==> config.mk <==
export PLATFORM = sky130hd
export DESIGN_NAME = alu_muldiv_ctl
export DESIGN_NICKNAME = d
export VERILOG_FILES = /design/src/rtl/alu_muldiv_ctl.sv
export SDC_FILE = /design/constraint.sdc
export NUM_CORES = 1
export LEC_CHECK = 0
export BUFFER_PORTS_ARGS = -buffer_cell sky130_fd_sc_hd__buf_4
export CORE_MARGIN = 2
export CORE_UTILIZATION = 51
export CTS_CLUSTER_SIZE = 14
export DETAILED_ROUTE_END_ITERATION = 16
export PLACE_DENSITY_LB_ADDON = 0.1
export SLEW_MARGIN = 40
export SYNTH_ARGS = -nofsm -noshare
export SYNTH_HDL_FRONTEND = slang
export SYNTH_SLANG_ARGS = --single-unit
==> constraint.sdc <==
create_clock -name i_clk -period 4.9 [get_ports i_clk]
set_input_delay 0.49 -clock i_clk [delete_from_list [all_inputs] [get_ports i_clk]]
set_output_delay 0.49 -clock i_clk [all_outputs]
set_load 0.005 [all_outputs]
==> src/rtl/alu_muldiv_ctl.sv <==
// EX-stage HI/LO unit: decodes MULT/MULTU/DIV/DIVU/MTHI/MTLO/MFHI/MFLO and
// runs an iterative 1-bit/cycle multiplier and restoring divider.
// Ports: i_clk, i_rst_n (async, active-low), i_valid, i_alu_op, i_opcode,
// i_funct, i_rs, i_rt, i_flush in; o_busy, o_done, o_hi, o_lo, o_mf_data out.
// Optional macro MULACC_EN adds SPECIAL2 MADD/MADDU/MSUB/MSUBU.
module alu_muldiv_ctl #(
  parameter int NB_DATA      = 32,
  parameter int BITS_FUNCT   = 6,
  parameter int BITS_ALU_CTL = 2,
  parameter int NB_CNT       = $clog2(NB_DATA) + 1
) (
  input  logic                    i_clk,
  input  logic                    i_rst_n,
  input  logic                    i_valid,
  input  logic [BITS_ALU_CTL-1:0] i_alu_op,
  input  logic [BITS_FUNCT-1:0]   i_opcode,
  input  logic [BITS_FUNCT-1:0]   i_funct,
  input  logic [NB_DATA-1:0]      i_rs,
  input  logic [NB_DATA-1:0]      i_rt,
  input  logic                    i_flush,
  output logic                    o_busy,
  output logic                    o_done,
  output logic [NB_DATA-1:0]      o_hi,
  output logic [NB_DATA-1:0]      o_lo,
  output logic [NB_DATA-1:0]      o_mf_data
);

  localparam int N = NB_DATA;
  localparam logic [BITS_FUNCT-1:0] F_MFHI  = BITS_FUNCT'(6'b010000);
  localparam logic [BITS_FUNCT-1:0] F_MTHI  = BITS_FUNCT'(6'b010001);
  localparam logic [BITS_FUNCT-1:0] F_MFLO  = BITS_FUNCT'(6'b010010);
  localparam logic [BITS_FUNCT-1:0] F_MTLO  = BITS_FUNCT'(6'b010011);
  localparam logic [BITS_FUNCT-1:0] F_MULT  = BITS_FUNCT'(6'b011000);
  localparam logic [BITS_FUNCT-1:0] F_MULTU = BITS_FUNCT'(6'b011001);
  localparam logic [BITS_FUNCT-1:0] F_DIV   = BITS_FUNCT'(6'b011010);
  localparam logic [BITS_FUNCT-1:0] F_DIVU  = BITS_FUNCT'(6'b011011);
  localparam logic [BITS_FUNCT-1:0] OP_SPEC = '0;
  localparam logic [BITS_ALU_CTL-1:0] ALU_R = BITS_ALU_CTL'(2'b10);
  localparam logic [NB_CNT-1:0] LAST = NB_CNT'(NB_DATA - 1);

  typedef enum logic [1:0] {IDLE, RUN, FIX} state_t;

  state_t              state;
  logic [NB_CNT-1:0]   cnt;
  logic [N-1:0]        a_reg, b_reg, hi, lo;
  logic [2*N-1:0]      pa;
  logic                neg_res, neg_rem, dz;
  logic                is_div, is_mac, is_sub, done;

  logic rtype, go, acc_r, acc_s2;
  logic do_mthi, do_mtlo, do_mul, do_div;
  logic do_mac, mac_sub;

  assign rtype = (i_alu_op == ALU_R) & (i_opcode == OP_SPEC);
  assign go    = i_valid & (state == IDLE) & ~i_flush;
  assign acc_r = go & rtype;
`ifdef MULACC_EN
  assign acc_s2 = go & (i_opcode == BITS_FUNCT'(6'b011100));
`else
  assign acc_s2 = 1'b0;
`endif

  always_comb begin
    do_mthi = 1'b0;
    do_mtlo = 1'b0;
    do_mul  = 1'b0;
    do_div  = 1'b0;
    do_mac  = 1'b0;
    mac_sub = 1'b0;
    if (acc_r) begin
      unique case (1'b1)
        i_funct == F_MTHI:  do_mthi = 1'b1;
        i_funct == F_MTLO:  do_mtlo = 1'b1;
        i_funct == F_MULT,
        i_funct == F_MULTU: do_mul  = 1'b1;
        i_funct == F_DIV,
        i_funct == F_DIVU:  do_div  = 1'b1;
        default: ;
      endcase
    end
`ifdef MULACC_EN
    if (acc_s2) begin
      unique case (1'b1)
        i_funct == BITS_FUNCT'(6'b000000),
        i_funct == BITS_FUNCT'(6'b000001): do_mac = 1'b1;
        i_funct == BITS_FUNCT'(6'b000100),
        i_funct == BITS_FUNCT'(6'b000101): begin
          do_mac  = 1'b1;
          mac_sub = 1'b1;
        end
        default: ;
      endcase
    end
`endif
  end

  // Signed variants all have funct[0] == 0 (MULT, DIV, MADD, MSUB).
  logic         sgn, a_neg, b_neg;
  logic [N-1:0] a_abs, b_abs;
  assign sgn   = ~i_funct[0];
  assign a_neg = sgn & i_rs[N-1];
  assign b_neg = sgn & i_rt[N-1];
  assign a_abs = a_neg ? -i_rs : i_rs;
  assign b_abs = b_neg ? -i_rt : i_rt;

  // Shift-add: low half holds the multiplier, consumed LSB first.
  logic [N:0]     msum;
  logic [2*N-1:0] mnext;
  assign msum  = {1'b0, pa[2*N-1:N]} + (pa[0] ? {1'b0, a_reg} : '0);
  assign mnext = {msum, pa[N-1:1]};

  // Restoring divide: {remainder, quotient} shifts left one bit per step.
  logic [N:0]     rsh, diff;
  logic [2*N-1:0] dnext;
  assign rsh   = {pa[2*N-1:N], pa[N-1]};
  assign diff  = rsh - {1'b0, b_reg};
  assign dnext = diff[N] ? {rsh[N-1:0], pa[N-2:0], 1'b0}
                         : {diff[N-1:0], pa[N-2:0], 1'b1};

  logic [2*N-1:0] prod, mac_res;
  logic [N-1:0]   quo, rem;
  assign prod = neg_res ? -pa : pa;
  assign quo  = pa[N-1:0];
  assign rem  = pa[2*N-1:N];
  assign mac_res = is_sub ? ({hi, lo} - prod) : ({hi, lo} + prod);

  always_ff @(posedge i_clk or negedge i_rst_n) begin
    if (!i_rst_n) begin
      state   <= IDLE;
      cnt     <= '0;
      a_reg   <= '0;
      b_reg   <= '0;
      pa      <= '0;
      hi      <= '0;
      lo      <= '0;
      neg_res <= 1'b0;
      neg_rem <= 1'b0;
      dz      <= 1'b0;
      is_div  <= 1'b0;
      is_mac  <= 1'b0;
      is_sub  <= 1'b0;
      done    <= 1'b0;
    end else begin
      done <= 1'b0;
      if (i_flush) begin
        state <= IDLE;
      end else begin
        unique case (state)
          IDLE: begin
            if (do_mthi) hi <= i_rs;
            if (do_mtlo) lo <= i_rs;
            if (do_mul | do_div | do_mac) begin
              state   <= RUN;
              cnt     <= '0;
              a_reg   <= a_abs;
              b_reg   <= b_abs;
              pa      <= do_div ? {{N{1'b0}}, a_abs}
                                : {{N{1'b0}}, b_abs};
              neg_res <= a_neg ^ b_neg;
              neg_rem <= a_neg;
              dz      <= do_div & (i_rt == '0);
              is_div  <= do_div;
              is_mac  <= do_mac;
              is_sub  <= mac_sub;
            end
          end
          RUN: begin
            pa <= is_div ? dnext : mnext;
            if (cnt == LAST) state <= FIX;
            else             cnt   <= cnt + 1'b1;
          end
          FIX: begin
            state <= IDLE;
            done  <= 1'b1;
            if (is_div && dz) begin
              hi <= neg_rem ? -a_reg : a_reg;
              lo <= '1;
            end else if (is_div) begin
              hi <= neg_rem ? -rem : rem;
              lo <= neg_res ? -quo : quo;
            end else if (is_mac) begin
              {hi, lo} <= mac_res;
            end else begin
              {hi, lo} <= prod;
            end
          end
          default: state <= IDLE;
        endcase
      end
    end
  end

  assign o_busy = (state != IDLE);
  assign o_done = done;
  assign o_hi   = hi;
  assign o_lo   = lo;

  always_comb begin
    o_mf_data = '0;
    if (rtype && i_funct == F_MFHI) o_mf_data = hi;
    if (rtype && i_funct == F_MFLO) o_mf_data = lo;
  end

endmodule

==> results of run 1 <==
## timing repair
action / in CTS / in global routing
endpoints found under the setup margin: 0 / 0
hold endpoints to repair: 0 / 20
hold buffers: 0 / 1
## power by group through the flow
stage          registers [mW]  logic, mW  clock network (mW)
4_1_cts                  1.71      0.373                1.96
3_3_place_gp             1.74      0.369                   0
2_1_floorplan            1.73      0.158                   0
6_report                 1.71      0.389                1.94
3_5_place_dp             1.74      0.371                   0
5_1_grt                  1.71      0.412                2.03
## worst paths after layout
check | from | endpoint | slack (ps) | cells after the start
hold / removal | i_rt[31] | dz | 220 | 2
setup reg to reg | pa[31] | pa[63] | 850 | 12
hold reg to reg | b_reg[4] | b_reg[4] | 480 | 2
min in group asynchronous | i_rst_n | o_lo[29] | 370 | 2
max in group asynchronous | i_rst_n | pa[12] | 3550 | 3
setup / recovery | pa[31] | pa[63] | 850 | 12
## logic make-up (layout without fill, tap and decap cells)
family	after synthesis	count (layout)	synth area share, %
buf+inv	211	335	5.05
compound gates	771	771	27.4
flops	205	205	29.0
other cells	0	1	0
simple gates	768	768	21.2
xor+xnor	188	188	9.30
mux	50	50	2.86
fa+ha+maj	72	72	5.17
## synthesized netlist by cell type, drive strengths merged, types with 31 or more instances
master / instances
nand3: 43
nand2: 274
and2: 38
inv: 66
a21oi: 163
o21ai: 265
xor2: 74
mux2i: 46
o31ai: 43
o22ai: 39
ha: 70
nor2: 161
dfrtp: 205
clkbuf: 118
nor3: 49
xnor2: 114
a31oi: 31
a22o: 34
or3: 34
## metrics by stage
stage | utilization, % | cell area, um^2
2_1_floorplan | - | 17700
3_3_place_gp | 56.3 | 19400
3_5_place_dp | 56.4 | 19400
4_1_cts | 58.9 | 20200
5_1_grt | 59.1 | 20300
6_report | 59.1 | 20300
## worst max-delay path, stage by stage (launching register included)
cell	delay (ps)
dfrtp_1	490
inv_1	120
ha_1	220
fa_1	380
nand2b_1	190
a21oi_1	270
o41a_1	260
a31oi_1	160
o221ai_1	310
o311a_1	450
nand2_1	130
a2111oi_0	730
o31ai_1	160
## cell type report
type / count / share of cell area [%]
Sequential cell: 205 / 25.3
Clock inverter: 5 / 0.474
Clock buffer: 37 / 3.65
Timing Repair Buffer: 225 / 8.52
Tap cell: 455 / 2.80
Antenna cell: 1 / 0.0123
Inverter: 68 / 1.26
Multi-Input combinational cell: 1849 / 58.0
## per-layer routing
metal	GRT usage, %	vias to the layer above	wire length [um]
met5	0	-	12
met4	15.2	2	3120
met3	7.45	164	7020
met2	57.4	951	30200
met1	53.2	8948	29800
li1	-	8502	-
==> results.ini, run 1 <==
[grt]
grt_pass1_wl_mm = 105
grt_max_degree = 118
grt.total_usage_pct = 38.0
grt.overflow.total = 0
antenna_found_initial = 2
grt_pass1_vias = 17207

[drt]
drc = 0
final_antenna_net_count = 0
wl_per_cell_um = 24.7
drtIter0Drc = 2205
drt_first_pass_iters = 6
vias = 18567
viasPerCell = 6.53
postRouteWirelength_mm = 70.1

[yosys]
syn_nets = 2419
yosysWarnings = 0
async_flop_share_pct = 100
yosys_most_used_dff = dfrtp_1
synth-seq-area-share_pct = 29.0
yosysTopAreaCellShare_pct = 29.0
synth-edff-count = 0
ys_ff_latch = 205
syn_inst = 2265
post_synth.cell_area_avg_um2 = 7.82
syn_area_mm2 = 0.0177
synth_area_leader_cell = dfrtp_1
synth_cell_type_count = 88
synthTopCellsByArea = dfrtp_1, o21ai_0, nand2_1

[placed_design]
dp_hpwl_mm = 54.5
gp_congestion = 0.990
dp.cells = 2800
port_buffers = 179
place_ws_ps = 1100

[finish]
regMostFlops = pa
seq_area_mm2 = 0.00513
largest_reg_flops = 64
mostFrequentLayoutCells = nand2_1, o21ai_0, buf_4, dfrtp_1, a21oi_1
drive_gt1_share_pct = 13.4
final_common_cell = nand2_1
area.growth.synth_to_final_pct = 14.7
multi_input_area_mm2 = 0.0118
nets = 2528
fill_cells = 3249
finalNonFillerCells = 2845

[power]
power_frac_clock_pct = 48.1
combinationalPowerShare_pct = 9.6
power_mw = 4.04
netSwitchingPower_mw = 1.06
switching_share_pct = 26.2
powerDensity_mw_per_mm2 = 199
vdd_ir_drop_max_uv = 252
p_int_mw = 2.98
leakage_nw = 9.26
seq_power_share_pct = 42.3

[timing]
fin_hold_ws_ps = 219
fin_ws_ps = 854
finalSetupTns_ps = 0
setup_viol = 0
max-slew-margin-rel_pct = 38.5
rsz0062_at_grt = no
finalHoldViolations = 0
fin_crit_ps = 4050
period_share_pct = 82.6
final_max_slew_viol_count = 0
fin_skew_ps = 27.8
worst_slew_pin_slew_ps = 899
clock.fmax_mhz = 247

[setup_path]
critPathRequiredTime_ps = 5290
path_max_fanout = 10
path_class = reg -> reg
endpoint_kind = register
start_kind = register
cp.arrival_ps = 4440

[floorplanning]
rows = 68
dieArea_mm2 = 0.0362
core_mm2 = 0.0344
pin_count = 180
start_util_pct = 51.5
die_h_um = 190
fp.dieW_um = 190

[clock_network]
cts-root-buf = clkbuf_16
cts_inserted_buffers = 25
cts_resized = 0
cts_tree = done
clkSlewWorstSetupHoldPaths_ps = 60
clock_path_buffers = 3
clk_latency_ps = 560
cts_setup_buffers = 0
htree_num_levels = 1
cts_sinks = 205

[worst_hold_path]
hold_path.class = in -> reg

[outcome]
outcome = completed

[job]
maxCapViolCount = 0

Power figures use the tool's default switching activity.
==> inputs of run 2 (changes only) <==
--- a/config.mk
+++ b/config.mk
@@ -5,6 +5,7 @@
 export SDC_FILE = /design/constraint.sdc
 export NUM_CORES = 1
 export LEC_CHECK = 0
+export ABC_AREA = 1
 export BUFFER_PORTS_ARGS = -buffer_cell sky130_fd_sc_hd__buf_4
 export CORE_MARGIN = 2
 export CORE_UTILIZATION = 51
==> constraint.sdc (replaced) <==
create_clock -name i_clk -period 3.5 [get_ports i_clk]
set_input_delay 0.35 -clock i_clk [delete_from_list [all_inputs] [get_ports i_clk]]
set_output_delay 0.35 -clock i_clk [all_outputs]
set_load 0.005 [all_outputs]
==> run 2 against run 1 <==
Compared with the run above:
- clock power grew 55%
- clock skew grew 2.1 ps
- register-to-register slack lost 430 ps
- sequential cell count is the same
- die area grew 14%
- critical path depth grew 3
- global-route usage grew 4.7 points
- highest routed layer unchanged
- utilization shrank 0.60 points
==> results.ini, run 2 <==
[finish]
fill_cells = 3916  ; +21%
nets = 3744  ; +48%
final_common_cell = nand2_1
largest_reg_flops = 64  ; unchanged
regMostFlops = pa
final_core_util_pct = 58.5  ; -0.60 points
drive_gt1_share_pct = 9.28  ; -4.2 points
multi_input_area_mm2 = 0.0130  ; +10%
area.growth.synth_to_final_pct = 13.8
design_area_mm2 = 0.0231  ; +14%
seq_area_mm2 = 0.00513  ; unchanged
mostFrequentLayoutCells = nand2_1, nor2_1, inv_1, nand3_1, a21oi_1
finalNonFillerCells = 4138  ; +45%

[timing]
fin_skew_ps = 29.9  ; +2.09 ps
fin_hold_ws_ps = 17.9  ; -201 ps
finalSetupTns_ps = 0  ; unchanged
max-slew-margin-rel_pct = 41.2  ; +2.6 points
worst_slew_pin_slew_ps = 882  ; -16.3 ps
fin_crit_ps = 3070  ; -971 ps
finalHoldViolations = 0  ; unchanged
setup_viol = 0  ; unchanged
final_max_slew_viol_count = 0  ; unchanged
period_share_pct = 87.9  ; +5.3 points
clock.fmax_mhz = 325  ; +32%
rsz0062_at_grt = no

[clock_network]
htree_num_levels = 1  ; unchanged
clock_path_buffers = 3  ; unchanged
cts_tree = done
clk_latency_ps = 590  ; +30 ps
clkSlewWorstSetupHoldPaths_ps = 70  ; about the same
cts-root-buf = clkbuf_16
cts_inserted_buffers = 26  ; +4.0%
cts_sinks = 205  ; unchanged
cts_resized = 0  ; unchanged

[placed_design]
port_buffers = 179  ; unchanged
gp_congestion = 1.06  ; +6.6%
dp_hpwl_mm = 71.0  ; +30%
detailed_place.area_mm2 = 0.0222  ; +14%
dp.cells = 4085  ; +46%

[floorplanning]
dieArea_mm2 = 0.0414  ; +14%
start_util_pct = 51.4  ; -0.13 points
rows = 73  ; +7.4%
core_mm2 = 0.0395  ; +15%
pin_count = 180  ; unchanged
die_h_um = 204  ; +7.0%
fp.dieW_um = 204  ; +7.0%

[drt]
drt_first_pass_iters = 7  ; +1
final_antenna_net_count = 0  ; unchanged
viasPerCell = 6.03  ; -7.6%
drtIter0Drc = 3374  ; +53%
vias = 24942  ; +34%
wl_per_cell_um = 21.7  ; -12%
postRouteWirelength_mm = 89.8  ; +28%
drc = 0  ; unchanged

[setup_path]
path_max_fanout = 33  ; +23
start_kind = register
endpoint_kind = register
critPathRequiredTime_ps = 3950  ; -1340 ps
path_class = reg -> reg
cp.arrival_ps = 3530  ; -910 ps

[yosys]
yosys_most_used_dff = dfrtp_1
synth_area_leader_cell = dfrtp_1
syn_nets = 3615  ; +49%
synth-seq-area-share_pct = 25.2  ; -3.7 points
synth-edff-count = 0  ; unchanged
ys_top_cells_by_count = nand2_1, nor2_1, inv_1
async_flop_share_pct = 100  ; unchanged
yosysWarnings = 0  ; unchanged
yosysTopAreaCellShare_pct = 25.2  ; -3.7 points
synthTopCellsByArea = dfrtp_1, nand2_1, nor2_1
ys_ff_latch = 205  ; unchanged
synth_cell_type_count = 51  ; -42%
syn_inst = 3461  ; +53%
yosysMostFrequentCell = nand2_1
syn_area_mm2 = 0.0203  ; +15%
post_synth.cell_area_avg_um2 = 5.87  ; -25%

[grt]
grt_pass1_vias = 22819  ; +33%
grt_pass1_wl_mm = 135  ; +29%
antenna_found_initial = 2  ; unchanged
grt_max_degree = 91  ; -23%
grt.overflow.total = 0  ; unchanged
grt.total_usage_pct = 42.7  ; +4.7 points

[power]
netSwitchingPower_mw = 1.88  ; +77%
switching_share_pct = 29.5  ; +3.2 points
combinationalPowerShare_pct = 13.3  ; +3.7 points
vdd_ir_drop_max_uv = 314  ; +25%
leakage_nw = 12.2  ; +32%
p_int_mw = 4.49  ; +51%
power_frac_clock_pct = 47.2  ; -0.9 points
seq_power_share_pct = 39.4  ; -2.9 points
powerDensity_mw_per_mm2 = 275  ; +38%

[worst_hold_path]
hold_path.class = in -> reg

[job]
maxCapViolCount = 0  ; unchanged

[outcome]
outcome = completed

## run 2: power groups by stage
stage | Sequential [mW] | Clock (mW) | Combinational, mW
6_report | 2.51 | 3.01 | 0.847
5_1_grt | 2.52 | 3.09 | 0.907
4_1_cts | 2.51 | 2.99 | 0.821
3_5_place_dp | 2.55 | 0 | 0.814
3_3_place_gp | 2.55 | 0 | 0.798
2_1_floorplan | 2.53 | 0 | 0.385
## run 2: layer usage
metal	vias up	routed length, um	GRT usage [%]
met5	-	14	0
met4	2	5050	20.2
met3	261	9980	8.44
met2	1583	38100	64.2
met1	11586	36600	58.8
li1	11510	-	-
## run 2: worst paths after layout
| path | startpoint | endpoint | slack [ps] | depth (start not counted) |
|---|---|---|---|---|
| max reg2reg | pa[31] | pa[46] | 430 | 15 |
| min in group asynchronous | i_rst_n | pa[57] | 260 | 2 |
| max | pa[31] | pa[46] | 430 | 15 |
| min | i_rt[31] | neg_res | 20 | 2 |
| min reg2reg | b_reg[31] | b_reg[31] | 500 | 2 |
| max in group asynchronous | i_rst_n | a_reg[16] | 2220 | 4 |
## run 2: metrics by stage
stage	power (mW)	setup slack (ps)
6_report	6.36	425
5_1_grt	6.51	56.8
4_1_cts	6.31	468
3_5_place_dp	3.36	485
3_3_place_gp	3.34	581
2_1_floorplan	2.91	840
## run 2: cell type report
| cell class | count | area share, % |
|---|---|---|
| multi-input combinational | 2687 | 56.1 |
| sequential | 205 | 22.2 |
| timing repair buffer | 225 | 7.51 |
| inverter | 445 | 7.23 |
| clock buffer | 34 | 3.16 |
| tap | 525 | 2.84 |
| clock inverter | 14 | 0.914 |
| antenna | 3 | 0.0325 |
## run 2: worst max-delay path, cell delays in order (launching register included)
cell and delay, ps:
dfrtp_1 410, inv_1 110, ha_1 210, fa_1 420
o21ai_2 240, nand2_1 100, nand2_2 120, nand2_1 60
nand2_1 130, nand2_1 130, nand2_1 110, nand2_1 70
nand2_2 480, nor2_1 100, o21bai_1 170, nand2_1 80
## run 2: cells by family after synthesis
family	count (synthesis)	share of synthesized area (%)
AND/OR/NAND/NOR	1862	38.2
AO/OA/AOI/OAI	689	18.4
buffers and inverters	569	10.9
flip-flops	205	25.2
adder cells (fa/ha/maj)	72	4.51
XOR/XNOR	64	2.76
## run 2: repair_timing
| item | in CTS | in global routing |
|---|---|---|
| hold endpoints to repair | 34 | 0 |
| buffers inserted | 0 | 0 |
| hold buffers | 2 | 0 |
